--- src/rtl/bus_arbiter4_pkg.sv ---
// Shared constants plus the round-robin pick helpers for the 4-way bus arbiter.
// Pure declarations: no state and no timing.
package constants;

   localparam int WORD_LENGTH = 32;
   localparam int ARB_PORTS   = 4;
   localparam int ARB_SEL_W   = 2;

   typedef struct packed {
      logic                 found;
      logic [ARB_SEL_W-1:0] idx;
   } pick_t;

   function automatic logic [ARB_PORTS-1:0] onehot4(input logic [ARB_SEL_W-1:0] i);
      return {{(ARB_PORTS-1){1'b0}}, 1'b1} << i;
   endfunction

   // Scan ptr, ptr+1, ptr+2, ptr+3 (2-bit wrap); the first set mask bit wins.
   function automatic pick_t rr_pick(input logic [ARB_SEL_W-1:0] ptr,
                                     input logic [ARB_PORTS-1:0] mask);
      pick_t                r;
      logic [ARB_SEL_W-1:0] cand;
      logic [ARB_SEL_W-1:0] off;
      r = '0;
      for (int k = ARB_PORTS - 1; k >= 0; k--) begin
         off  = k[ARB_SEL_W-1:0];
         cand = ptr + off;
         if (mask[cand]) begin
            r.found = 1'b1;
            r.idx   = cand;
         end
      end
      return r;
   endfunction

endpackage

--- src/rtl/bus_arbiter4_mux4.sv ---
// Four-input word mux. Combinational: zero latency, and it never stalls.
module _mux4
   import constants::*;
#(
   parameter int n = WORD_LENGTH
) (
   input  logic [ARB_SEL_W-1:0] sel,
   input  logic [n-1:0]         in0,
   input  logic [n-1:0]         in1,
   input  logic [n-1:0]         in2,
   input  logic [n-1:0]         in3,
   output logic [n-1:0]         out
);

   always_comb begin
      out = in0;
      case (sel)
         2'd0:    out = in0;
         2'd1:    out = in1;
         2'd2:    out = in2;
         default: out = in3;
      endcase
   end

endmodule

--- src/rtl/bus_arbiter4.sv ---
// Round-robin 4-way bus arbiter with hold-until-release ownership and optional forced rotation.
// A request is granted one cycle later; a waiting requester waits until the owner releases or is preempted.
module bus_arbiter4
   import constants::*;
#(
   parameter int n        = WORD_LENGTH,
   parameter int MAX_HOLD = 16
) (
   input  logic                 clk,
   input  logic                 reset,
   input  logic [ARB_PORTS-1:0] req,
   input  logic [n-1:0]         in0,
   input  logic [n-1:0]         in1,
   input  logic [n-1:0]         in2,
   input  logic [n-1:0]         in3,
   output logic [ARB_PORTS-1:0] gnt,
   output logic [ARB_SEL_W-1:0] sel,
   output logic                 busy,
   output logic [n-1:0]         bus_data,
   output logic                 preempted
);

   localparam int CW = ($clog2(MAX_HOLD + 1) < 1) ? 1 : $clog2(MAX_HOLD + 1);
   localparam logic [CW-1:0] HOLD_LAST = (MAX_HOLD > 0) ? CW'(MAX_HOLD - 1) : '0;

   typedef enum logic {IDLE, OWN} state_t;

   state_t               state_q;
   logic [ARB_PORTS-1:0] gnt_q;
   logic [ARB_SEL_W-1:0] sel_q;
   logic [ARB_SEL_W-1:0] ptr_q;
   logic [CW-1:0]        cnt_q;
   logic                 busy_q;
   logic                 pre_q;

   logic [ARB_SEL_W-1:0] ptr_d;
   logic [ARB_PORTS-1:0] others;
   pick_t                pick_idle;
   pick_t                pick_rot;
   logic                 preempt;

   assign ptr_d     = sel_q + 2'd1;
   assign others    = req & ~onehot4(sel_q);
   assign pick_idle = rr_pick(ptr_q, req);
   assign pick_rot  = rr_pick(ptr_d, others);
   // The counter parks at HOLD_LAST, so a late competitor still triggers rotation on its first edge.
   assign preempt   = (MAX_HOLD > 0) && (cnt_q == HOLD_LAST) && (others != '0);

   always_ff @(posedge clk) begin
      if (reset) begin
         state_q <= IDLE;
         gnt_q   <= '0;
         sel_q   <= '0;
         ptr_q   <= '0;
         cnt_q   <= '0;
         busy_q  <= 1'b0;
         pre_q   <= 1'b0;
      end else begin
         pre_q <= 1'b0;
         case (state_q)
            IDLE: begin
               if (pick_idle.found) begin
                  state_q <= OWN;
                  gnt_q   <= onehot4(pick_idle.idx);
                  sel_q   <= pick_idle.idx;
                  busy_q  <= 1'b1;
                  cnt_q   <= '0;
               end else begin
                  gnt_q  <= '0;
                  busy_q <= 1'b0;
               end
            end
            OWN: begin
               if (!req[sel_q]) begin
                  ptr_q <= ptr_d;
                  cnt_q <= '0;
                  if (pick_rot.found) begin
                     gnt_q <= onehot4(pick_rot.idx);
                     sel_q <= pick_rot.idx;
                  end else begin
                     state_q <= IDLE;
                     gnt_q   <= '0;
                     busy_q  <= 1'b0;
                  end
               end else if (preempt) begin
                  ptr_q <= ptr_d;
                  cnt_q <= '0;
                  gnt_q <= onehot4(pick_rot.idx);
                  sel_q <= pick_rot.idx;
                  pre_q <= 1'b1;
               end else if (cnt_q != HOLD_LAST) begin
                  cnt_q <= cnt_q + CW'(1);
               end
            end
            default: state_q <= IDLE;
         endcase
      end
   end

   assign gnt       = gnt_q;
   assign sel       = sel_q;
   assign busy      = busy_q;
   assign preempted = pre_q;

   _mux4 #(n) u_mux (
      .sel (sel_q),
      .in0 (in0),
      .in1 (in1),
      .in2 (in2),
      .in3 (in3),
      .out (bus_data)
   );

endmodule

--- config.mk ---
export PLATFORM = sky130hd
export DESIGN_NAME = bus_arbiter4
export DESIGN_NICKNAME = d
export VERILOG_FILES = /design/src/rtl/bus_arbiter4_pkg.sv /design/src/rtl/bus_arbiter4_mux4.sv /design/src/rtl/bus_arbiter4.sv
export SDC_FILE = /design/constraint.sdc
export NUM_CORES = 1
export LEC_CHECK = 0
export CAP_MARGIN = 30
export CORE_MARGIN = 2
export CORE_UTILIZATION = 32
export DETAILED_ROUTE_END_ITERATION = 12
export PLACE_DENSITY_LB_ADDON = 0.25
export SETUP_SLACK_MARGIN = 0.1
export SYNTH_ARGS = -nofsm -noshare
export SYNTH_HDL_FRONTEND = slang
export SYNTH_SLANG_ARGS = --single-unit
--- constraint.sdc ---
create_clock -name clk -period 2.74 [get_ports clk]
set_clock_uncertainty 0.2 [all_clocks]
set_input_delay 0.274 -clock clk [delete_from_list [all_inputs] [get_ports clk]]
set_output_delay 0.274 -clock clk [all_outputs]
set_load 0.005 [all_outputs]
* Word-level counts from Yosys, hierarchy flattened
Cells that the tools add are included.
Word-level totals: latch bits 0, input bits 134, memories 0, memory bits (writable) 0, bits in read-only memories 0, bits in registers 16, output and inout bits 40
Cells by class: equality and inequality tests 11, reductions and logical operators 8, div/mod/pow operators 0, shift operators 3, magnitude comparators 9, multipliers 0, add/subtract/negate cells 8, bitwise operators 4, muxes and demuxes 52
Operators with widths (count):
- $pmux 32 s3 | 1
- $lt 2x3->1 const B | 9
- $mux 3 | 8
- $mux 5 | 4
- $bmux 1 s2 | 9
- $mux 4 | 4
- $mux 1 | 15
- $mux 2 | 6
- $shl 1x2->4 const A | 3
- $pmux 5 s2 | 1
- $add 2x2->2 const B | 4
- $ne 2x2->1 const B | 4
- $pmux 4 s2 | 1
- $add 2x1->2 const B | 3
- $reduce_and 2->1 | 3
- $add 5x1->5 const B | 1
- $eq 5x4->1 const B | 1
- $ne 5x4->1 const B | 1
- $and 4x4->4 | 1
- $ne 4x3->1 const B | 1
- $not 4->4 | 1
- $pmux 1 s2 | 2
- $pmux 2 s2 | 1
- $reduce_bool 4->1 | 1
- 9 further kinds | 10

* Depth between registers and ports, before layout
Gate-level depths: netlist of the first run.
depth after elaboration 13, gate-level depth with buffers 8, gate-level depth less buffers 7

* Cells and area by module
Synthesis of the first run repeated with hierarchy kept, for this count alone.
Unflattened totals: cell total of the unflattened synthesis 159, area total of the unflattened synthesis 1863.0 sq um
Modules (own cells, without submodules):
- bus_arbiter4 | instances 1, area an instance 1048.5 sq um, cells each 120, sequential area each 320.3 sq um
- _mux4 | instances 1, area an instance 814.5 sq um, cells each 39, sequential area each 0.0 sq um

* Least setup slack after synthesis of the first run
OpenSTA, ideal clock, no wires.
path type flip-flop to flip-flop, start point reg sel_q[0] (netlist: sel[0]), end point reg gnt_q[0] (netlist: gnt[0]), slack 0.442 ns, arrival time 2.007 ns, path buffers 1, stages on the path, launching flop included 9, data required time 2.449 ns, cell sequence dfxtp_1 > inv_2 > ha_1 > clkbuf_1 > nand2b_1 > o221ai_1 > a21o_1 > or3b_1 > a311oi_1
RTL lines:
- start: declaration | line bus_arbiter4.sv:30 | logic [ARB_SEL_W-1:0] sel_q;
- start signal: assignment | line bus_arbiter4.sv:65 | sel_q <= pick_idle.idx;
- start signal: assignment | line bus_arbiter4.sv:79 | sel_q <= pick_rot.idx;
- start signal: assignment | line bus_arbiter4.sv:89 | sel_q <= pick_rot.idx;
- $add 2x1->2 * | line bus_arbiter4.sv:42 | assign ptr_d = sel_q + 2'd1;
- named net ptr_d[0] | line bus_arbiter4.sv:36 | logic [ARB_SEL_W-1:0] ptr_d;
- $add 2x2->2 | line bus_arbiter4_pkg.sv:27 | cand = ptr + off;
- $bmux 1 s2 | line bus_arbiter4_pkg.sv:28 | if (mask[cand]) begin
- $mux 1 (not written as such) | line bus_arbiter4_pkg.sv:28
- $mux 3 (3 in a row) | line bus_arbiter4_pkg.sv:28
- $mux 3 * | line bus_arbiter4_pkg.sv:28
- $shl 1x2->4 | line bus_arbiter4_pkg.sv:15 | return {{(ARB_PORTS-1){1'b0}}, 1'b1} << i;
- $mux 4, on equally long branches | line bus_arbiter4.sv:77, bus_arbiter4.sv:85
- $mux 4 * | line bus_arbiter4.sv:74 | if (!req[sel_q]) begin
- $pmux 4 s2 * | line bus_arbiter4.sv:60 | case (state_q)
- end signal: assignment | line bus_arbiter4.sv:64 | gnt_q <= onehot4(pick_idle.idx);
- end signal: assignment | line bus_arbiter4.sv:78 | gnt_q <= onehot4(pick_rot.idx);
- end signal: assignment | line bus_arbiter4.sv:88 | gnt_q <= onehot4(pick_rot.idx);
- end: declaration | line bus_arbiter4.sv:29 | logic [ARB_PORTS-1:0] gnt_q;
Mark *: on every way through the listed nets, which the timed path passes. The rest lies on a longest branch. The select of a mux whose other input is x is not followed. A chain may end at the register's enable or synchronous reset.

* Worst setup path after layout of the first run
start point reg sel_q[0] (netlist: sel[0]), end point out bus_data[24]
Between the ends: longest elaborated chain between the ends 2
RTL lines:
- $eq 2x2->1 (tied with other cells) | line bus_arbiter4_mux4.sv:17 | case (sel)
- $pmux 32 s3 * | line bus_arbiter4_mux4.sv:17
- end: declaration | line bus_arbiter4.sv:19 | output logic [n-1:0] bus_data,
Mark *: on every way between the ends. The rest lies on a longest branch, timed or not.

==> results of run 1 <==
==> area by class of cell <==
class | count | area (um^2)
fill | 539 | 2026
timing repair buffer | 180 | 1841
multi-input combinational | 162 | 1406
sequential | 16 | 327.8
inverter | 40 | 150.1
tap | 75 | 93.84
clock buffer | 3 | 41.29
==> metrics by stage <==
| step | utilization | area, um^2 |
|---|---|---|
| finish | 0.6558 | 3860 |
| global route | 0.6558 | 3860 |
| CTS | 0.6501 | 3826 |
| detailed placement | 0.6401 | 3767 |
| global placement | 0.6401 | 3767 |
| floorplan | - | 1929 |
==> report_power, final <==
| part | leakage (nW) | internal, mW | switching (mW) |
|---|---|---|---|
| sequential | 0.133 | 0.264 | 0.0308 |
| combinational | 1.47 | 0.768 | 0.527 |
| clock | 0.0216 | 0.0978 | 0.0837 |
==> worst register-to-register path: stages, from the launching register on <==
cell,delay [ns]
dfxtp_4,0.39
inv_2,0.08
ha_1,0.22
buf_4,0.18
nand2b_1,0.19
o221ai_1,0.24
a21o_1,0.17
or3b_1,0.34
a311oi_1,0.23
==> worst paths after layout <==
path | cells after the start | endpoint | slack, ns
setup / recovery | 6 | bus_data[24] | 0.17
hold / removal | 2 | cnt_q[1]$_SDFFE_PP0P_ | 0.28
setup reg to reg | 8 | gnt[0]$_SDFFE_PP0P_ | 0.40
hold reg to reg | 2 | cnt_q[1]$_SDFFE_PP0P_ | 0.28
==> kinds of logic after synthesis <==
kind of cell	share of synthesized area
DFF	0.1660
xor gates and xnor gates	0.009081
AOI/OAI and AO/OA	0.3152
and+or+nand+nor	0.1401
adders and majority gates	0.05188
muxes	0.2049
buffers and inverters	0.1128
==> timing repair <==
action | CTS | global route
gates resized for setup | 5 | 13
setup endpoints to repair | 31 | 30
buffers inserted | 0 | 0
hold buffers | 0 | 0
endpoints found under the hold margin | 0 | 0
pin swaps | 1 | 16
==> registers in the layout, indices dropped and copies added (netlist names) <==
signal and cells:
busy 1, cnt_q 5, state_q 1, gnt 4, ptr_q 2, preempted 1, sel 2
==> layout by cell type, fill, tap and decap left out, drive strengths merged, types with 6 or more instances in the layout <==
cell / n
clkdlybuf4s50: 162
nand2: 6
mux2i: 35
dfxtp: 16
ha: 8
nor2: 15
buf: 7
inv: 40
nand2b: 7
dlymetal6s2s: 11
a222oi: 32
==> metal layers <==
metal | vias up | global-route usage | part of all wire
li1 | 1244 | - | -
met1 | 1213 | 0.2622 | 0.36
met2 | 113 | 0.4500 | 0.53
met3 | 17 | 0.07033 | 0.082
met4 | 0 | 0.1000 | 0.030
met5 | - | 0 | 0
==> impl_metrics.py, run 1 <==
metrics = {
    "synth": {
        "synth.most_common_cell": "inv_1",
        "ys_types": 52,
        "synthCells": 234,
        "synth_top_cell_by_area": "mux2i_1",
        "async_flop_share": 0,
        "ys_seq_elements": 16,
        "synth_area_leaders": "mux2i_1 (18%), a222oi_1 (17%), dfxtp_1 (17%)",
        "synth_area_per_cell_um2": 8.245,
        "synth-main-ff-cell": "dfxtp_1",
        "synthesis.area_um2": 1929,
        "synth_edf_count": 0,
        "syn_nets": 376,
        "yosys_warnings": 0,
        "synth_top_area_frac": 0.1816,
        "yosys-top-cells-count": "inv_1 (39), mux2i_1 (35), a222oi_1 (32), dfxtp_1 (16), nor2_1 (15)",
        "ys_seq_area_frac": 0.1660,
    },
    "route": {
        "via_count": 2587,
        "vias_per_cell": 5.435,
        "drcViolationCount": 0,
        "wl_per_cell_um": 17.68,
        "firstDrtPassIters": 8,
        "ant_nets": 0,
        "drt_wl_total_mm": 8.414,
        "drt_iter0_drc": 268,
    },
    "sta": {
        "fin_crit_sh": 0.9386,
        "rsz0062_at_grt": "true",
        "worst_slack_ns": 0.1684,
        "slew_viol_final": 0,
        "holdWs_ns": 0.2813,
        "fin_tns_setup_ns": 0,
        "fin_crit_ns": 2.572,
        "hold_violations": 0,
        "fmax_ghz": 0.3889,
        "setup_violations": 0,
        "slew_headroom": 0.6103,
        "tightestPinTransition_ns": 0.5792,
    },
    "clock_tree": {
        "numCtsBuffers": 3,
        "clock-sinks": 16,
        "h-tree-depth": 1,
        "clkLatencyLatePin_ns": 0.26,
        "cts_buffer_depth": 2,
        "path_clk_slew_ns": 0.06,
        "cts_tree": "yes",
        "clockRootBuffer": "clkbuf_8",
    },
    "place": {
        "hpwlAfterDp_mm": 6.846,
        "port_buffers": 173,
        "pre_cts_ws_ns": 0.2420,
        "dp_cells": 473,
        "place_congestion": 0.9151,
    },
    "grt": {
        "grt_antenna_before_repair": 0,
        "gr-total-overflow": 0,
        "grt_usage": 0.2452,
        "grt_pass1_wl_mm": 12.53,
        "grt_max_degree": 33,
        "grt_pass1_vias": 2646,
    },
    "min_path": {
        "hold_start": "cnt_q[1]$_SDFFE_PP0P_",
        "hp-class": "flip-flop to flip-flop",
    },
    "setup_path": {
        "slowest_delay_ns": 0.46,
        "critPathRequiredTime_ns": 2.27,
        "cp-end-kind": "primary output",
        "critPathSlowestCell": "clkdlybuf4s50_1",
        "worstPathCellList": "buf_4, ha_1, buf_6, a222oi_1, mux2i_1, clkdlybuf4s50_1",
        "r2r-start": "sel[0]$_SDFFE_PP0P_",
        "crit_arrival_ns": 2.10,
        "crit_path_max_fanout": 32,
        "cp_num_buf_inv": 3,
        "crit_family": "buffers and inverters",
        "startpoint": "sel[0]$_SDFFE_PP0P_",
        "critPathLaunchType": "flip-flop",
        "setup.worst_path.class": "flip-flop to primary output",
    },
    "finish": {
        "finalNonFillerCells": 476,
        "drive_above_1_share": 0.06983,
        "diodes": 0,
        "syn_to_final_growth_pct": 100.1,
        "fin_nets": 545,
    },
    "pwr": {
        "p_total_mw": 1.772,
        "p_leak_nw": 1.623,
        "max-vdd-ir-drop_uv": 309.3,
        "p_per_area_nw_per_um2": 459.2,
    },
    "floorplanning": {
        "core_um2": 5886,
        "io_pins": 174,
        "die_w_um": 81.65,
        "die_h_um": 81.65,
        "rows": 28,
        "dieArea_um2": 6667,
        "start_util": 0.3278,
    },
    "run": {
        "cap_violations": 0,
    },
    "outcome": {
        "status": "finished, final reports clean",
    },
}
Power figures use the tool's default switching activity.
==> inputs of run 2 (changes only) <==
--- a/config.mk
+++ b/config.mk
@@ -10,6 +10,7 @@
 export CORE_UTILIZATION = 32
 export DETAILED_ROUTE_END_ITERATION = 12
 export PLACE_DENSITY_LB_ADDON = 0.25
+export REMOVE_ABC_BUFFERS = 1
 export SETUP_SLACK_MARGIN = 0.1
 export SYNTH_ARGS = -nofsm -noshare
 export SYNTH_HDL_FRONTEND = slang
==> run 2 against run 1 <==
  * Global-route usage rose by 1.0 points
  * Critical endpoint is now bus_data[0]
  * Register-to-register slack barely moved
  * Via count rose by 3.6%
  * Critical path depth did not move
  * Sequential cell count did not move
  * Design area rose by 0.71%
  * Highest routed layer unchanged
  * Power rose by 3.5%
  * Non-clock buffer count rose by 3
  * Count of clock-buffer cells in the layout rose by 1
  * Largest power group unchanged
  * Clock power rose by 18%
==> impl_metrics.py, run 2 (synthesis gave the netlist of run 1 again) <==
metrics = {
    "outcome": {
        "status": "finished, final reports clean",
    },
    "finish": {
        "finalNonFillerCells": 480,
        "max_flop_register": "cnt_q",
        "drive_above_1_share": 0.07901,
        "fin_util": 0.6605,
        "final_common_cell": "clkdlybuf4s50_1",
        "largest_reg_flops": 5,
        "fin_nets": 548,
        "layout_common_cells": "clkdlybuf4s50_1 (162), inv_1 (39), mux2i_1 (35)",
        "syn_to_final_growth_pct": 101.5,
        "diodes": 0,
        "design_area_um2": 3887,
    },
    "floorplanning": {
        "die_w_um": 81.65,
        "io_pins": 174,
        "core_um2": 5886,
        "rows": 28,
        "die_h_um": 81.65,
        "start_util": 0.3278,
        "dieArea_um2": 6667,
    },
    "sta": {
        "holdWs_ns": 0.2709,
        "rsz0062_at_grt": "true",
        "slew_viol_final": 0,
        "fin_crit_sh": 0.9380,
        "slew_headroom": 0.6526,
        "tightestPinTransition_ns": 0.5164,
        "setup_violations": 0,
        "hold_violations": 0,
        "fin_crit_ns": 2.570,
        "fin_tns_setup_ns": 0,
        "fmax_ghz": 0.3891,
    },
    "min_path": {
        "hold_depth": 1,
        "hp-class": "flip-flop to flip-flop",
    },
    "clock_tree": {
        "h-tree-depth": 1,
        "path_clk_slew_ns": 0.06,
        "clockRootBuffer": "clkbuf_8",
        "cts_tree": "yes",
        "cts_buffer_depth": 2,
        "clock-sinks": 16,
        "numCtsBuffers": 3,
        "cts_setup_buffers": 0,
        "clkLatencyLatePin_ns": 0.25,
    },
    "setup_path": {
        "critPathLaunchType": "flip-flop",
        "crit_arrival_ns": 2.10,
        "crit_path_max_fanout": 32,
        "reg2reg_setup_slack_ns": 0.39,
        "critPathRequiredTime_ns": 2.27,
        "setup.worst_path.class": "flip-flop to primary output",
        "cp-end-kind": "primary output",
        "reg2reg_depth": 7,
    },
    "pwr": {
        "p_per_area_nw_per_um2": 471.9,
        "max-vdd-ir-drop_uv": 252.5,
        "p_leak_nw": 1.646,
    },
    "grt": {
        "top_usage_layer": "met2",
        "grt_pass1_vias": 2507,
        "grt_max_degree": 33,
        "grt_antenna_before_repair": 0,
        "grt_usage": 0.2556,
        "grt_pass1_wl_mm": 12.92,
        "use_met2": 0.4541,
        "grt.met3_usage": 0.08022,
        "grtUsageMet1": 0.3050,
        "gr-total-overflow": 0,
    },
    "route": {
        "drt_iter0_drc": 263,
        "firstDrtPassIters": 8,
        "vias_per_cell": 5.581,
        "ant_nets": 0,
        "drcViolationCount": 0,
        "drt_wl_total_mm": 8.802,
        "wl_per_cell_um": 18.34,
        "via_count": 2679,
    },
    "place": {
        "port_buffers": 173,
        "dp_cells": 476,
        "place_congestion": 0.9596,
        "place_area_um2": 3790,
        "hpwlAfterDp_mm": 7.149,
    },
    "run": {
        "cap_violations": 0,
    },
}
[run 2: cell types whose count changed in the layout (fill, tap and decap cells not counted), sizes merged]
cell / change
buf: +3
clkbuf: +1
[run 2: area by class of cell]
| cell class | count | area, um^2 |
|---|---|---|
| fillers | 514 | 1998 |
| repair buffers | 183 | 1867 |
| multi-input cells | 162 | 1396 |
| flip-flops and latches | 16 | 325.3 |
| inverters | 40 | 150.1 |
| well taps | 75 | 93.84 |
| clock buffers | 4 | 55.05 |
[run 2: through the flow]
step	worst slack [ns]	total power, mW
floorplan	-0.3882	0.8602
global placement	0.3094	1.610
detailed placement	0.2883	1.622
CTS	0.1394	1.845
global route	0.09501	1.962
finish	0.1700	1.834
[run 2: repair_timing]
| item | in CTS | in global routing |
|---|---|---|
| resized for setup | 2 | 15 |
| hold buffers | 0 | 0 |
| endpoints found under the setup margin | 6 | 25 |
| pin swaps | 0 | 13 |
[run 2: critical path, cell delays in order, from the launching register on]
cell,delay (ns)
dfxtp_4,0.36
buf_4,0.16
ha_1,0.23
buf_12,0.18
a222oi_1,0.33
mux2i_1,0.11
clkdlybuf4s50_1,0.47
[run 2: path summary, 6_finish.rpt]
path                             from             endpoint
setup / recovery  sel[0]$_SDFFE_PP0P_          bus_data[0]
setup reg to reg  sel[0]$_SDFFE_PP0P_  sel[0]$_SDFFE_PP0P_
hold reg to reg     busy$_SDFFE_PP0P_    busy$_SDFFE_PP0P_
hold / removal      busy$_SDFFE_PP0P_    busy$_SDFFE_PP0P_
[run 2: routing by layer]
| layer | share of wire | vias up |
|---|---|---|
| li1 | - | 1247 |
| met1 | 0.38 | 1245 |
| met2 | 0.49 | 175 |
| met4 | 0.016 | 0 |
| met5 | 0 | - |
| met3 | 0.11 | 12 |
[run 2: power by group]
part	internal [mW]	leakage (nW)	switching (mW)	total, mW
Clock	0.128	0.0288	0.0860	0.214
Sequential	0.263	0.132	0.0278	0.291
Combinational	0.783	1.49	0.547	1.33
Total	1.17	1.65	0.661	1.83
==> patch (config.mk and constraints of run 1) <==
Change the package constant `ARB_PORTS` from 4 to 5.
--- a/src/rtl/bus_arbiter4_pkg.sv
+++ b/src/rtl/bus_arbiter4_pkg.sv
@@ -3,7 +3,7 @@
 package constants;
 
    localparam int WORD_LENGTH = 32;
-   localparam int ARB_PORTS   = 4;
+   localparam int ARB_PORTS   = 5;
    localparam int ARB_SEL_W   = 2;
 
    typedef struct packed {
Interface: changed (resized gnt and req); port bits go from 174 to 176. The function was not compared with the original's and may differ.
==> patch against run 1 <==
- critical path depth is the same
- total power down 10%
- non-clock buffer count increased by 6
- area after synthesis grew 2.3%
- final area grew 1.6%
- synthesized cell count increased by 5.1%
- wire length up 5.9%
- sequential share of layout area down 0.13 points
- worst setup slack worse by 0.0031 ns
- sequential cell count stayed put
==> patch: results (changes against run 1) <==
outcome: finished, final reports clean
hpwl dp: 7320 um (+6.9%)
Antenna Cells: 0 (unchanged)
max reg flops: 5 (unchanged)
placed instance area: 0.00384 mm^2 (+1.9%)
layout cells sized above 1: 8.37% (+1.4 points)
post-cts resize count: 3 (-2)
final hold vios: 0 (unchanged)
Logic inverters: 40 (unchanged)
gpl congestion: 0.883 (-3.5%)
complex-gate fraction of the synthesized area: 30.6% (-0.89 points)
Synth Area in Adders: 5.07% (-0.12 points)
sequential-to-total area share from yosys stat: 16.2% (-0.37 points)
DRT Pass-1 Iters: 8 (unchanged)
met3 Usage GRT: 4.57% (-2.5 points)
TritonCTS buffer count: 3 (unchanged)
multiplexer share of the synthesized area: 21.3% (+0.81 points)
layout clock buffer count: 4 (+1)
synthesized instance count: 246 (+5.1%)
number of non-clock buffers: 186 (+3.3%)
post-synthesis xor/xnor area fraction: 0% (-0.91 points)
synth cell count leaders: inv_1, mux2i_1, a222oi_1
M2 GR Usage: 40.7% (-4.3 points)
wl on met1: 3440 um (+13%)
most flop-heavy register: cnt_q
clk tree area frac: 1.40% (+0.33 points)
initial DRC count: 189 (-29%)
number of global-route vias before repair: 2328 (-12%)
met1 Use GR: 28.2% (+2.0 points)
dominant cells by area after synthesis: mux2i_1, a222oi_1, dfxtp_1
worst endpoint data arrival time: 2.10 ns (about the same)
Multi-In Gates: 172 (+6.2%)
placed cell count: 489 (+3.4%)
leakage power: 1.59 nW (-2.1%)
DRT Wirelength: 8910 um (+5.9%)
first-pass GRT wire length: 11800 um (-5.5%)
Synth cell types: 49 (-5.8%)
fraction of area in multi-input gates: 36.5% (+0.080 points)
GRT Resource Usage Total: 22.4% (-2.1 points)
Non-Clock Buffer Area Fraction: 47.5% (-0.19 points)
Core ar.: 0.00596 mm^2 (+1.2%)
Sw Ratio: 34.3% (-2.0 points)
peak supply drop: 0.000456 V (+47%)
Final Util: 65.8% (+0.24 points)
syn nets: 389 (+3.5%)
Wirelength per Cell: 18.1 um (+2.2%)
Port Buffer Count: 174 (+0.58%)
HP Class: flip-flop to flip-flop
total number of vias: 2630 (+1.7%)
filler cell count: 524 (-2.8%)
met3 WL: 824 um (+20%)
pre-CTS setup slack: 0.217 ns (-0.0247 ns)
Final Net Count: 562 (+3.1%)
Yosys reg bits: 16 (unchanged)
wire length on met2: 4630 um (+4.4%)
clk root buf: clkbuf_8
## patch: worst max-delay path, stage by stage, from the launching register on
cell and delay, ns:
dfxtp_4 0.38, inv_1 0.09, ha_1 0.23, buf_12 0.17
a222oi_1 0.32, mux2i_1 0.17, clkdlybuf4s50_1 0.48
## patch: final timing paths
check	start	end	slack [ns]	cells after the start
worst max register to register	sel[0]	ptr_q[0]	0.37	7
worst min register to register	busy	busy	0.29	2
worst max-delay path	sel[0]	bus_data[22]	0.17	6
worst min-delay path	busy	busy	0.29	2
## patch: power by group through the flow
stage | Clock, mW | Combinational [mW] | Sequential, mW
5_1_grt | 0.226 | 1.17 | 0.288
6_report | 0.213 | 1.09 | 0.284
2_1_floorplan | 0 | 0.467 | 0.280
3_3_place_gp | 0 | 1.07 | 0.285
4_1_cts | 0.212 | 1.09 | 0.283
3_5_place_dp | 0 | 1.08 | 0.286
